### src/rtl/neuron_mac.sv
`default_nettype none
// ============================================================================
// Module      : neuron_mac
// Description : Single-neuron multiply-accumulate stage. Streams one signed
//               sample per valid cycle, drives the weight memory read port
//               with the matching address, accumulates weight*sample products
//               in full precision and, after NUM_WEIGHTS samples, adds the
//               bias, applies ReLU and saturation and emits one activation.
//
// Ports       : clk           - clock, rising edge active
//               reset_n       - asynchronous active-low reset
//               i_data_valid  - input sample valid (no backpressure)
//               i_data        - signed input sample
//               i_bias        - signed bias, held stable by the system
//               o_r_en        - weight memory read enable (= i_data_valid)
//               o_r_addr      - weight memory read address (sample counter)
//               i_w_data      - weight, valid one cycle after o_r_en
//               o_out_valid   - one-cycle pulse qualifying o_out
//               o_out         - activation, holds value between pulses
//
// Revision    : 1.0 - initial release
// ============================================================================
module neuron_mac #(
    parameter int NUM_WEIGHTS = 784,
    parameter int ADDR_WIDTH  = 10,
    parameter int DATA_WIDTH  = 16,
    parameter int FRAC_BITS   = 12
) (
    input  logic                  clk,
    input  logic                  reset_n,
    input  logic                  i_data_valid,
    input  logic [DATA_WIDTH-1:0] i_data,
    input  logic [DATA_WIDTH-1:0] i_bias,
    output logic                  o_r_en,
    output logic [ADDR_WIDTH-1:0] o_r_addr,
    input  logic [DATA_WIDTH-1:0] i_w_data,
    output logic                  o_out_valid,
    output logic [DATA_WIDTH-1:0] o_out
);

    localparam int c_prod_w = 2 * DATA_WIDTH;
    localparam int c_acc_w  = c_prod_w + ADDR_WIDTH;
    // One guard bit above the accumulator so adding the bias cannot wrap.
    localparam int c_sum_w  = c_acc_w + 1;

    localparam logic [ADDR_WIDTH-1:0] c_last_addr = ADDR_WIDTH'(NUM_WEIGHTS - 1);
    localparam logic [ADDR_WIDTH-1:0] c_addr_one  = ADDR_WIDTH'(1);
    localparam logic signed [c_sum_w-1:0] c_sat_max =
        {{(c_sum_w - DATA_WIDTH + 1){1'b0}}, {(DATA_WIDTH - 1){1'b1}}};

    // Sample counter doubles as the weight read address.
    logic [ADDR_WIDTH-1:0] r_cnt;

    // Stage 0: delayed sample and flags, aligned with the memory read.
    logic                  r_s0_valid;
    logic                  r_s0_first;
    logic                  r_s0_last;
    logic [DATA_WIDTH-1:0] r_s0_data;

    // Stage 1: registered product.
    logic                       r_s1_valid;
    logic                       r_s1_first;
    logic                       r_s1_last;
    logic signed [c_prod_w-1:0] r_s1_prod;

    // Stage 2: accumulator and "frame complete" marker.
    logic signed [c_acc_w-1:0] r_acc;
    logic                      r_s2_last;

    // Stage 3: output register.
    logic                  r_out_valid;
    logic [DATA_WIDTH-1:0] r_out;

    logic signed [c_prod_w-1:0] w_w_ext;
    logic signed [c_prod_w-1:0] w_d_ext;
    logic signed [c_prod_w-1:0] w_prod;
    logic signed [c_acc_w-1:0]  w_prod_ext;
    logic signed [c_sum_w-1:0]  w_bias_ext;
    logic signed [c_sum_w-1:0]  w_sum;
    logic signed [c_sum_w-1:0]  w_shifted;
    logic [DATA_WIDTH-1:0]      w_result;

    assign o_r_en      = i_data_valid;
    assign o_r_addr    = r_cnt;
    assign o_out_valid = r_out_valid;
    assign o_out       = r_out;

    // ------------------------------------------------------------------
    // Sample counter
    // ------------------------------------------------------------------
    always_ff @(posedge clk or negedge reset_n) begin
        if (!reset_n) begin
            r_cnt <= '0;
        end else if (i_data_valid) begin
            r_cnt <= (r_cnt == c_last_addr) ? '0 : r_cnt + c_addr_one;
        end
    end

    // ------------------------------------------------------------------
    // Stage 0: capture sample and frame-position flags
    // ------------------------------------------------------------------
    always_ff @(posedge clk or negedge reset_n) begin
        if (!reset_n) begin
            r_s0_valid <= 1'b0;
            r_s0_first <= 1'b0;
            r_s0_last  <= 1'b0;
            r_s0_data  <= '0;
        end else begin
            r_s0_valid <= i_data_valid;
            r_s0_first <= i_data_valid && (r_cnt == '0);
            r_s0_last  <= i_data_valid && (r_cnt == c_last_addr);
            if (i_data_valid) begin
                r_s0_data <= i_data;
            end
        end
    end

    // ------------------------------------------------------------------
    // Stage 1: full-precision signed product
    // ------------------------------------------------------------------
    // Operands are sign-extended to the product width so the low c_prod_w
    // bits of the multiply are the exact signed product.
    assign w_w_ext = {{DATA_WIDTH{i_w_data[DATA_WIDTH-1]}}, i_w_data};
    assign w_d_ext = {{DATA_WIDTH{r_s0_data[DATA_WIDTH-1]}}, r_s0_data};
    assign w_prod  = w_w_ext * w_d_ext;

    always_ff @(posedge clk or negedge reset_n) begin
        if (!reset_n) begin
            r_s1_valid <= 1'b0;
            r_s1_first <= 1'b0;
            r_s1_last  <= 1'b0;
            r_s1_prod  <= '0;
        end else begin
            r_s1_valid <= r_s0_valid;
            r_s1_first <= r_s0_valid && r_s0_first;
            r_s1_last  <= r_s0_valid && r_s0_last;
            if (r_s0_valid) begin
                r_s1_prod <= w_prod;
            end
        end
    end

    // ------------------------------------------------------------------
    // Stage 2: accumulate; a "first" product restarts the sum so frames
    // can run back to back without a clear cycle.
    // ------------------------------------------------------------------
    assign w_prod_ext = {{ADDR_WIDTH{r_s1_prod[c_prod_w-1]}}, r_s1_prod};

    always_ff @(posedge clk or negedge reset_n) begin
        if (!reset_n) begin
            r_acc     <= '0;
            r_s2_last <= 1'b0;
        end else begin
            r_s2_last <= r_s1_valid && r_s1_last;
            if (r_s1_valid) begin
                r_acc <= r_s1_first ? w_prod_ext : r_acc + w_prod_ext;
            end
        end
    end

    // ------------------------------------------------------------------
    // Stage 3: bias, ReLU, rescale and saturate. Reads r_acc before the
    // edge, so a new frame loading the accumulator on the same edge is safe.
    // ------------------------------------------------------------------
    assign w_bias_ext = {{(c_sum_w - DATA_WIDTH){i_bias[DATA_WIDTH-1]}}, i_bias};
    assign w_sum      = {r_acc[c_acc_w-1], r_acc} + (w_bias_ext <<< FRAC_BITS);
    assign w_shifted  = w_sum >>> FRAC_BITS;

    always_comb begin
        w_result = '0;
        if (w_sum[c_sum_w-1]) begin
            w_result = '0;
        end else if (w_shifted > c_sat_max) begin
            w_result = c_sat_max[DATA_WIDTH-1:0];
        end else begin
            w_result = w_shifted[DATA_WIDTH-1:0];
        end
    end

    always_ff @(posedge clk or negedge reset_n) begin
        if (!reset_n) begin
            r_out_valid <= 1'b0;
            r_out       <= '0;
        end else begin
            r_out_valid <= r_s2_last;
            if (r_s2_last) begin
                r_out <= w_result;
            end
        end
    end

endmodule
`default_nettype wire

### config.mk
export PLATFORM = sky130hd
export DESIGN_NAME = neuron_mac
export DESIGN_NICKNAME = d
export VERILOG_FILES = /design/src/rtl/neuron_mac.sv
export SDC_FILE = /design/constraint.sdc
export NUM_CORES = 1
export LEC_CHECK = 0
export BUFFER_PORTS_ARGS = -buffer_cell sky130_fd_sc_hd__buf_2
export CAP_MARGIN = 20
export CORE_MARGIN = 8
export CORE_UTILIZATION = 60
export DETAILED_ROUTE_END_ITERATION = 10
export PLACE_DENSITY = 0.74
export SLEW_MARGIN = 15
export SYNTH_ARGS = -nofsm -noshare
export SYNTH_HDL_FRONTEND = slang
export SYNTH_SLANG_ARGS = --single-unit
### constraint.sdc
create_clock -name clk -period 8.2 [get_ports clk]
set_input_delay 2.05 -clock clk [delete_from_list [all_inputs] [get_ports clk]]
set_output_delay 2.05 -clock clk [all_outputs]
set_load 0.05 [all_outputs]
After elaboration in Yosys (flattened, before gate mapping)
Cells that the tools add are included.

Word-level logic and storage cells: 29. Register bits after elaboration: 124. Output and inout bits: 28. Bits of input ports: 51.

Multipliers: 1. Muxes and demuxes: 4. Equal/unequal tests: 1. Add/sub/neg operators: 3. $lt $le $gt $ge: 1. Reductions and logical operators: 6.

Operator list (count): adder 42 x 28 -> 43 bit (1); adder 42 x 32 -> 42 bit (1); two-way mux 42 bit (1); multiplier 16 x 16 -> 32 bit (1); two-way mux 16 bit (2); > comparator 31 x 16 -> 1 bit, second input constant (1); adder 10 x 1 -> 10 bit, second input constant (1); == test 10 bit, second input constant (1); zero test 10 bit (1); two-way mux 10 bit (1); logical AND 1 bit (5).

Logic depth before layout (Yosys ltp)
Gate-level depths: netlist of run 1.

Depth in word-level cells: 4. Gate-level depth with buffers: 26. Mapped depth without buffers: 23.

Least setup slack after synthesis of run 1
No wires, ideal clock.

Path kind: in2reg. Start: input i_w_data[2]. End: register r_s1_prod[26]. Cell stages on the path: 23. Arrival: 7.801 ns. Setup time: 0.125 ns. Path buffers: 3. Path slack: 0.275 ns. Required time: 8.075 ns. Cells stage by stage: clkbuf_1 nand2_1 fa_1 fa_1 inv_1 fa_1 fa_1 fa_1 inv_1 fa_1 inv_1 ha_1 buf_2 a21o_1 a21o_1 a211oi_1 o2111ai_1 and2_1 clkbuf_1 a31o_2 a21oi_1 xnor2_1 mux2_2.

Word-level cells in the longest chain between the ends: 1.

RTL lines: start: declaration (line 36) `input logic [DATA_WIDTH-1:0] i_w_data,`; multiplier 16 x 16 -> 32 bit (line 125) `assign w_prod = w_w_ext * w_d_ext;`; end signal: assignment (line 138) `r_s1_prod <= w_prod;`; end: declaration (line 64) `logic signed [c_prod_w-1:0] r_s1_prod;`.

No other way between the ends. A chain may end at the register's enable or synchronous reset.

Final worst setup path of run 1
Start: input i_w_data[6]. End: register r_s1_prod[31].

Same word-level chain as after synthesis.

==> results.py, run 1 <==
metrics = {
    "worst_setup_path": {
        "cp.arrival_ns": 8.01,
        "worstReg2RegEnd": "r_s1_prod[31]",
        "slowest_stage": "fa_1",
        "end_kind": "flip-flop",
        "rr_startpoint": "r_s0_data[1]",
        "path_cells": "buf_2, nand2_1, fa_1, inv_1, fa_1, fa_1, fa_1, fa_1, inv_1, fa_1, inv_1, ha_1, nand2_1, nor3_1, nand3_1, o21ba_2, o31ai_1, a21oi_1, a211o_1, a221o_1",
        "worstSetupPathType": "primary input to flip-flop",
        "cp_max_fo": 16,
        "critical-path-max-stage-delay_ns": 0.57,
        "rrSetupSlack_ns": 1.52,
        "crit_family": "adder cells",
        "crit_buf_inv": 4,
        "crit_required_ns": 8.52,
        "cpMostUsedCell": "fa_1",
        "reg2reg_depth": 21,
        "cp-start-kind": "primary input",
    },
    "die": {
        "ios": 79,
        "row_count": 65,
        "die_y_um": 193.7,
        "die_w_um": 193.7,
        "die_area_um2": 37530,
        "coreArea_um2": 31310,
        "initial_core_util_pct": 60.53,
    },
    "timing": {
        "skew_ns": 0.01616,
        "finalCritPeriodShare_pct": 93.72,
        "hold_violations": 0,
        "rsz0062_at_grt": "false",
        "setup_viol_count_final": 0,
        "setup_ws_ns": 0.5149,
        "worst_pin_slew_ns": 0.8556,
        "slew_headroom_pct": 42.53,
        "fin_setup_tns_ns": 0,
        "layout_min_cycle_time_ns": 7.685,
        "slew_violations": 0,
        "clock.fmax_mhz": 130.1,
    },
    "detailed_routing": {
        "drt_iter0_drc": 1039,
        "vias": 14955,
        "post_drt_wl_per_cell_um": 17.45,
        "drc": 0,
        "via_per_inst": 5.817,
        "wl_mm": 44.87,
        "drtAntennaViolNets": 0,
        "drtPass1Iterations": 5,
    },
    "final_layout": {
        "area_growth_syn_to_layout_pct": 7.149,
        "fill_cells": 2576,
        "fin_nets": 2626,
        "seqCellArea_um2": 3105,
        "antenna_cells": 0,
        "drive_gt1_share_pct": 8.898,
        "multi_input_area_um2": 14310,
    },
    "clock_tree": {
        "cts.sinks": 124,
        "path_clk_slew_ns": 0.06,
        "cts.htree.levels": 4,
        "post_cts_buffers": 0,
        "hold_buffers": 0,
        "ctsLongestPathBuffers": 2,
        "cts_resized": 0,
        "tritoncts": "yes",
        "clock-root-buffer": "clkbuf_16",
        "insertion_delay_ns": 0.44,
        "cts_buffers": 17,
    },
    "synth": {
        "ys_warn_count": 0,
        "synth_top_area_cell": "fa_1",
        "ys_seq_area_share_pct": 16.37,
        "synth_commonest_cells": "inv_1 (326), fa_1 (264), nand2_1 (223)",
        "synthCells": 2121,
        "ys.flop_type": "dfrtp_1",
        "yosys_register_bits": 124,
        "synth.avg_cell_area_um2": 8.936,
        "yosysUniqueCellTypes": 79,
        "synth-edff-count": 0,
        "netlist_area_um2": 18950,
        "yosysMostFrequentCell": "inv_1",
        "synth-async-reset-ratio_pct": 100.0,
        "synth.top_cell.area_share_pct": 27.88,
        "synth_nets": 2591,
        "yosys-top-cells-area": "fa_1 (28%), dfrtp_1 (16%), ha_1 (10%), inv_1 (6.5%), nand2_1 (4.4%)",
    },
    "grt": {
        "grt_pass1_wl_mm": 75.23,
        "grtUsageTotal_pct": 24.28,
        "antenna_found_initial": 0,
        "grt_pass1_vias": 15301,
        "grt_overflow": 0,
        "grt_max_degree": 70,
    },
    "min_path": {
        "hp-class": "flip-flop to flip-flop",
        "hold_end": "r_s1_first",
        "min_from": "r_s0_first",
        "holdPathStages": 1,
    },
    "placement": {
        "gp_congestion": 0.9237,
        "dp_hpwl_mm": 35.91,
        "port_buffers": 78,
        "dp_slack_ns": 0.1093,
    },
    "job": {
        "maxCapViolations": 0,
    },
    "run_status": {
        "status": "finished clean",
    },
}
==> cells by family after synthesis <==
logic type,Yosys count,share of synthesized area (%)
adders and majority gates,419,38.12
and+or+nand+nor,604,15.55
AOI/OAI and AO/OA,441,15.32
buffers and inverters,405,8.140
muxes,51,2.944
xor gates and xnor gates,77,3.558
DFF,124,16.37
==> sequential cells by signal, summed over array words and instances (netlist names) <==
| signal | count |
|---|---|
| r_acc | 42 |
| r_s1_prod | 32 |
| o_out | 16 |
| r_s0_data | 16 |
| o_r_addr | 10 |
| o_out_valid | 1 |
| r_s0_first | 1 |
| r_s0_last | 1 |
| r_s0_valid | 1 |
| r_s1_first | 1 |
| r_s1_last | 1 |
| r_s1_valid | 1 |
| r_s2_last | 1 |
==> cell usage in the layout, fill, tap and decap left out, drive strengths merged, types with 8 or more instances in the layout <==
| cell | n |
|---|---|
| a21oi | 139 |
| mux2 | 38 |
| nand3 | 23 |
| a21o | 46 |
| nand2 | 223 |
| o21ai | 78 |
| nor2 | 118 |
| inv | 328 |
| or3 | 8 |
| o2111ai | 8 |
| buf | 94 |
| a31oi | 12 |
| a32oi | 13 |
| clkbuf | 18 |
| xnor2 | 48 |
| nand3b | 9 |
| nor3 | 21 |
| and3 | 15 |
| o21bai | 9 |
| xor2 | 29 |
| dfrtp | 124 |
| nand4 | 12 |
| nor2b | 9 |
| fa | 264 |
| and2 | 131 |
| mux2i | 13 |
| a211oi | 22 |
| nand2b | 11 |
| o21a | 27 |
| ha | 155 |
| o211ai | 22 |
==> layer usage <==
| metal | global-route usage [%] | vias up | routed length (um) |
|---|---|---|---|
| met5 | 0 | - | 0 |
| met4 | 6.813 | 0 | 945 |
| met3 | 4.582 | 76 | 2625 |
| met2 | 40.32 | 456 | 20940 |
| met1 | 32.18 | 7344 | 20350 |
| li1 | - | 7079 | - |
==> per-stage QoR <==
step	cells	hold WS, ns	utilization [%]	instance area, um^2
after global placement	2539	0.4341	62.79	19660
final	2571	0.4478	64.86	20310
after detailed placement	2539	0.4382	62.79	19660
after CTS	2571	0.4504	64.86	20310
after global routing	2571	0.4790	64.86	20310
after floorplan	2121	0.4079	-	18950
==> worst max-delay path by stage <==
stage	startpoint	end	slack, ns	depth (start not counted)
finish	i_w_data[6]	r_s1_prod[31]	0.51	20
global route	i_w_data[9]	r_s1_prod[30]	0.27	22
floorplan	i_w_data[2]	r_s1_prod[26]	0.27	23
global placement	i_w_data[6]	r_s1_prod[31]	0.18	20
CTS	i_w_data[6]	r_s1_prod[31]	0.58	20
detailed placement	i_w_data[6]	r_s1_prod[31]	0.11	20
==> worst reg2reg max path: cells and delay by family (launching register included) <==
family / cells / cell delay [ns]
adders and majority gates: 7 / 3.32
AOI/OAI and AO/OA: 5 / 1.41
DFF: 1 / 0.79
and+or+nand+nor: 4 / 0.65
buffers and inverters: 5 / 0.40
==> area by class of cell <==
cell class                      instances  area share (%)
Clock buffer                           18           2.113
Clock inverter                         14           1.078
Inverter                              327           6.044
Multi-Input combinational cell       1592           70.45
Sequential cell                       124           15.29
Tap cell                              402           2.477
Timing Repair Buffer                   94           2.545
Power of run 1 is not shown: default switching activity piles up to over one toggle a cycle in this logic, so the estimate is an artifact.
==> run 2: changes to the inputs <==
==> constraint.sdc (replaced) <==
create_clock -name clk -period 9 [get_ports clk]
set_input_delay 2.25 -clock clk [delete_from_list [all_inputs] [get_ports clk]]
set_output_delay 2.25 -clock clk [all_outputs]
set_load 0.05 [all_outputs]
==> run 2 against run 1 <==
- largest cell class unchanged
- critical path type unchanged
- hold slack improved by 0.0025 ns
- clock skew fell by 0.0037 ns
- critical path depth did not move
==> results.py, run 2 (synthesized netlist as in run 1, its figures left out) <==
metrics = {
    "clock_tree": {
        "insertion_delay_ns": 0.44,
        "cts.sinks": 124,
        "ctsLongestPathBuffers": 2,
        "hold_buffers": 0,
        "cts_buffers": 17,
        "cts_resized": 0,
        "path_clk_slew_ns": 0.06,
        "clock-root-buffer": "clkbuf_16",
        "post_cts_buffers": 0,
        "tritoncts": "yes",
        "cts.htree.levels": 4,
    },
    "grt": {
        "grt_max_degree": 75,
        "grt_overflow": 0,
        "grtUsageTotal_pct": 25.13,
        "antenna_found_initial": 0,
        "grt_pass1_wl_mm": 77.93,
        "grt_pass1_vias": 15366,
    },
    "final_layout": {
        "fin_nets": 2615,
        "layout_commonest_cell": "inv_1",
        "drive_gt1_share_pct": 8.480,
        "largest-register": "r_acc",
        "antenna_cells": 0,
        "reg_top3": "r_acc x42, r_s1_prod x32",
        "largest_reg_flops": 42,
        "final_cell_mix": "inv_1 (326), fa_1 (264), nand2_1 (223), ha_1 (155), a21oi_1 (139)",
        "design_area_um2": 20230,
        "area_growth_syn_to_layout_pct": 6.754,
    },
    "timing": {
        "clock.fmax_mhz": 125.3,
        "slew_violations": 0,
        "hold_violations": 0,
        "fin_setup_tns_ns": 0,
        "setup_viol_count_final": 0,
        "finalCritPeriodShare_pct": 88.71,
        "setup_ws_ns": 1.016,
        "worst_pin_slew_ns": 0.8127,
        "layout_min_cycle_time_ns": 7.984,
        "skew_ns": 0.01245,
        "rsz0062_at_grt": "false",
        "slew_headroom_pct": 45.41,
    },
    "placement": {
        "port_buffers": 78,
        "dpl_cell_area_um2": 19580,
        "dp_hpwl_mm": 36.95,
        "gp_congestion": 0.9172,
        "dp_slack_ns": 0.6119,
    },
    "detailed_routing": {
        "vias": 14959,
        "via_per_inst": 5.843,
        "drtAntennaViolNets": 0,
        "post_drt_wl_per_cell_um": 17.97,
        "drtPass1Iterations": 5,
        "wl_mm": 46.01,
        "drt_iter0_drc": 990,
        "drc": 0,
    },
    "die": {
        "ios": 79,
        "row_count": 65,
        "die_area_um2": 37530,
        "die_y_um": 193.7,
        "coreArea_um2": 31310,
        "die_w_um": 193.7,
        "initial_core_util_pct": 60.53,
    },
    "job": {
        "maxCapViolations": 0,
    },
    "run_status": {
        "status": "finished clean",
    },
    "worst_setup_path": {
        "rr_startpoint": "r_s0_data[7]",
        "crit_required_ns": 9.32,
        "worstSetupPathType": "primary input to flip-flop",
        "cp-start-kind": "primary input",
        "cp_max_fo": 16,
        "end_kind": "flip-flop",
        "cp.arrival_ns": 8.30,
        "critical_path.startpoint": "i_w_data[7]",
    },
    "min_path": {
        "min_from": "r_s0_first",
        "hp-class": "flip-flop to flip-flop",
    },
}
==> run 2: cell count changes in the layout (fill, tap and decap cells not counted) <==
cell	before	now
buf_4	16	5
clkbuf_1	1	0
clkbuf_8	0	1
clkinv_2	2	3
clkinv_4	3	4
clkinvlp_4	2	1
inv_6	2	1
==> run 2: per-stage QoR <==
stage / hold WS [ns] / instances / util, %
3_3_place_gp: 0.4320 / 2528 / 62.53
3_5_place_dp: 0.4348 / 2528 / 62.53
5_1_grt: 0.4746 / 2560 / 64.62
4_1_cts: 0.4477 / 2560 / 64.62
2_1_floorplan: 0.4079 / 2121 / -
6_report: 0.4503 / 2560 / 64.62
==> run 2: final cells by class <==
cell class                      instances  area (um^2)
Tap cell                              402        503.0
Multi-Input combinational cell       1592        14310
Clock inverter                         14        216.5
Sequential cell                       124         3105
Fill cell                            2596        11080
Clock buffer                           18        439.2
Inverter                              327         1227
Timing Repair Buffer                   83        434.2
==> run 2: worst paths after layout <==
| path | endpoint | slack [ns] | cells past startpoint |
|---|---|---|---|
| worst min-delay path | r_s1_first | 0.45 | 1 |
| min in group asynchronous | r_acc[9] | 1.83 | 1 |
| worst max register to register | r_s1_prod[31] | 2.26 | 19 |
| worst max-delay path | r_s1_prod[31] | 1.02 | 20 |
| max in group asynchronous | r_s1_first | 5.92 | 2 |
| worst min register to register | r_s1_first | 0.45 | 1 |
==> run 2: layer usage <==
metal	share of wire (%)	global-route usage, %	vias to the layer above	wire length [um]
li1	-	-	7052	-
met1	45	33.69	7434	20740
met2	47	41.23	411	21640
met3	5.7	4.669	62	2623
met4	2.2	7.269	0	1000
met5	0	0	-	0
==> run 2: critical path, stage by stage <==
cell	delay [ns]
buf_2	0.27
nand2_1	0.14
fa_1	0.58
inv_1	0.06
fa_1	0.55
fa_1	0.46
fa_1	0.53
fa_1	0.54
inv_1	0.05
fa_1	0.53
inv_1	0.04
ha_1	0.40
inv_1	0.08
nor3_1	0.25
nand3_1	0.11
o21ba_2	0.26
o31ai_1	0.43
a21oi_1	0.16
a211o_1	0.29
a221o_1	0.29
Power of run 2 is left out for the same reason.
==> run 3: changes to the inputs <==
--- a/config.mk
+++ b/config.mk
@@ -8,9 +8,9 @@
 export BUFFER_PORTS_ARGS = -buffer_cell sky130_fd_sc_hd__buf_2
 export CAP_MARGIN = 20
 export CORE_MARGIN = 8
-export CORE_UTILIZATION = 60
+export CORE_UTILIZATION = 65
 export DETAILED_ROUTE_END_ITERATION = 10
-export PLACE_DENSITY = 0.74
+export PLACE_DENSITY = 0.79
 export SLEW_MARGIN = 15
 export SYNTH_ARGS = -nofsm -noshare
 export SYNTH_HDL_FRONTEND = slang
==> constraint.sdc (replaced) <==
create_clock -name clk -period 9 [get_ports clk]
set_input_delay 0.45 -clock clk [delete_from_list [all_inputs] [get_ports clk]]
set_output_delay 0.45 -clock clk [all_outputs]
set_load 0.05 [all_outputs]
==> run 3 against run 2 <==
- register-to-register slack better by 0.15 ns
- non-clock buffer count down 1
- critical path type is now flip-flop to flip-flop
- fmax is 21% higher
- global-route usage rose by 1.2 points
- die area fell by 7.1%
- hold slack got worse by 0.37 ns
==> results.py, run 3 (synthesized netlist as in run 1, its figures left out) <==
metrics = {
    "run_status": {
        "status": "finished clean",
    },
    "detailed_routing": {
        "drtAntennaViolNets": 0,
        "drtPass1Iterations": 6,
        "vias": 14950,
        "drc": 0,
        "drt_iter0_drc": 925,
        "via_per_inst": 5.884,
        "wl_mm": 45.58,
        "post_drt_wl_per_cell_um": 17.94,
    },
    "job": {
        "maxCapViolations": 0,
    },
    "die": {
        "die_y_um": 186.8,
        "coreArea_um2": 28700,
        "die_area_um2": 34880,
        "ios": 79,
        "die_w_um": 186.8,
        "initial_core_util_pct": 66.03,
        "row_count": 62,
    },
    "placement": {
        "dp_hpwl_mm": 36.12,
        "dp_cells": 2509,
        "port_buffers": 78,
        "gp_congestion": 0.9332,
    },
    "final_layout": {
        "final_cell_mix": "inv_1 (326), fa_1 (264), nand2_1 (223), ha_1 (155), a21oi_1 (139)",
        "finalNonFillerCells": 2541,
        "antenna_cells": 0,
        "final_util_pct": 69.97,
        "area_growth_syn_to_layout_pct": 5.968,
        "reg_top3": "r_acc x42, r_s1_prod x32",
        "fill_cells": 2277,
        "largest_reg_flops": 42,
        "drive_gt1_share_pct": 8.391,
        "largest-register": "r_acc",
        "fin_nets": 2614,
        "layout_commonest_cell": "inv_1",
    },
    "timing": {
        "clock.fmax_mhz": 151.7,
        "layout_min_cycle_time_ns": 6.590,
        "slew_headroom_pct": 44.26,
        "finalCritPeriodShare_pct": 73.23,
        "rsz0062_at_grt": "false",
        "fin_setup_tns_ns": 0,
        "skew_ns": 0.01720,
        "worst_pin_slew_ns": 0.8361,
        "hold_violations": 0,
        "slew_violations": 0,
        "hold_ws_ns": 0.07821,
        "setup_viol_count_final": 0,
    },
    "worst_setup_path": {
        "cp-start-kind": "flip-flop",
        "cp.arrival_ns": 6.90,
        "worstSetupPathType": "flip-flop to flip-flop",
        "end_kind": "flip-flop",
        "crit_required_ns": 9.31,
        "reg2reg_depth": 21,
        "cp_max_fo": 17,
        "critical_path.startpoint": "r_s0_data[6]",
        "rr_startpoint": "r_s0_data[6]",
    },
    "clock_tree": {
        "insertion_delay_ns": 0.44,
        "cts_buffers": 17,
        "cts_resized": 0,
        "hold_buffers": 0,
        "tritoncts": "yes",
        "clock-root-buffer": "clkbuf_16",
        "ctsLongestPathBuffers": 2,
        "path_clk_slew_ns": 0.07,
        "cts.htree.levels": 4,
        "post_cts_buffers": 0,
        "cts.sinks": 124,
    },
    "grt": {
        "grt_pass1_wl_mm": 76.06,
        "grt_overflow": 0,
        "grtUsageTotal_pct": 26.37,
        "grt_pass1_vias": 15206,
        "grt_max_degree": 85,
        "antenna_found_initial": 0,
    },
    "min_path": {
        "hp-class": "primary input to async pin",
    },
}
[run 3: final timing paths]
kind                            slack [ns]            end
min in group clk                      0.24   r_s0_data[7]
worst min-delay path                  0.08     r_s1_valid
worst max register to register        2.41  r_s1_prod[26]
worst max-delay path                  2.41  r_s1_prod[26]
max in group asynchronous             7.77     r_s1_first
worst min register to register        0.47      r_s1_last
[run 3: layer usage]
layer | GRT usage (%) | share of wire (%)
met5 | 0 | 0
met4 | 7.972 | 2.4
met3 | 3.468 | 6.0
met2 | 43.02 | 46
met1 | 36.41 | 45
[run 3: metrics by stage]
| stage | setup WS, ns | area, um^2 |
|---|---|---|
| after CTS | 2.390 | 20080 |
| after global placement | 2.420 | 19550 |
| after floorplan | 2.641 | 18950 |
| final | 2.410 | 20080 |
| after detailed placement | 2.334 | 19550 |
| after global routing | 2.059 | 20080 |
[run 3: worst max-delay path, stage by stage (launching register included)]
cell,delay (ns)
dfrtp_1,0.60
and2_1,0.27
fa_1,0.56
inv_1,0.06
fa_1,0.50
fa_1,0.53
inv_1,0.05
fa_1,0.46
fa_1,0.54
inv_1,0.05
fa_1,0.52
inv_1,0.04
ha_1,0.39
a21o_1,0.19
a21o_1,0.18
a211oi_1,0.32
o2111ai_1,0.17
and2_1,0.24
a31o_2,0.30
a21oi_1,0.17
xnor2_1,0.07
mux2_2,0.26
[run 3: layout make-up]
type,instances,area [um^2],area share (%)
Multi-Input combinational cell,1592,14310,71.24
Sequential cell,124,3105,15.46
Inverter,327,1227,6.111
Tap cell,384,480.5,2.392
Clock buffer,19,442.9,2.205
Timing Repair Buffer,82,426.7,2.124
Clock inverter,13,93.84,0.4672
Power of run 3 is left out for the same reason.
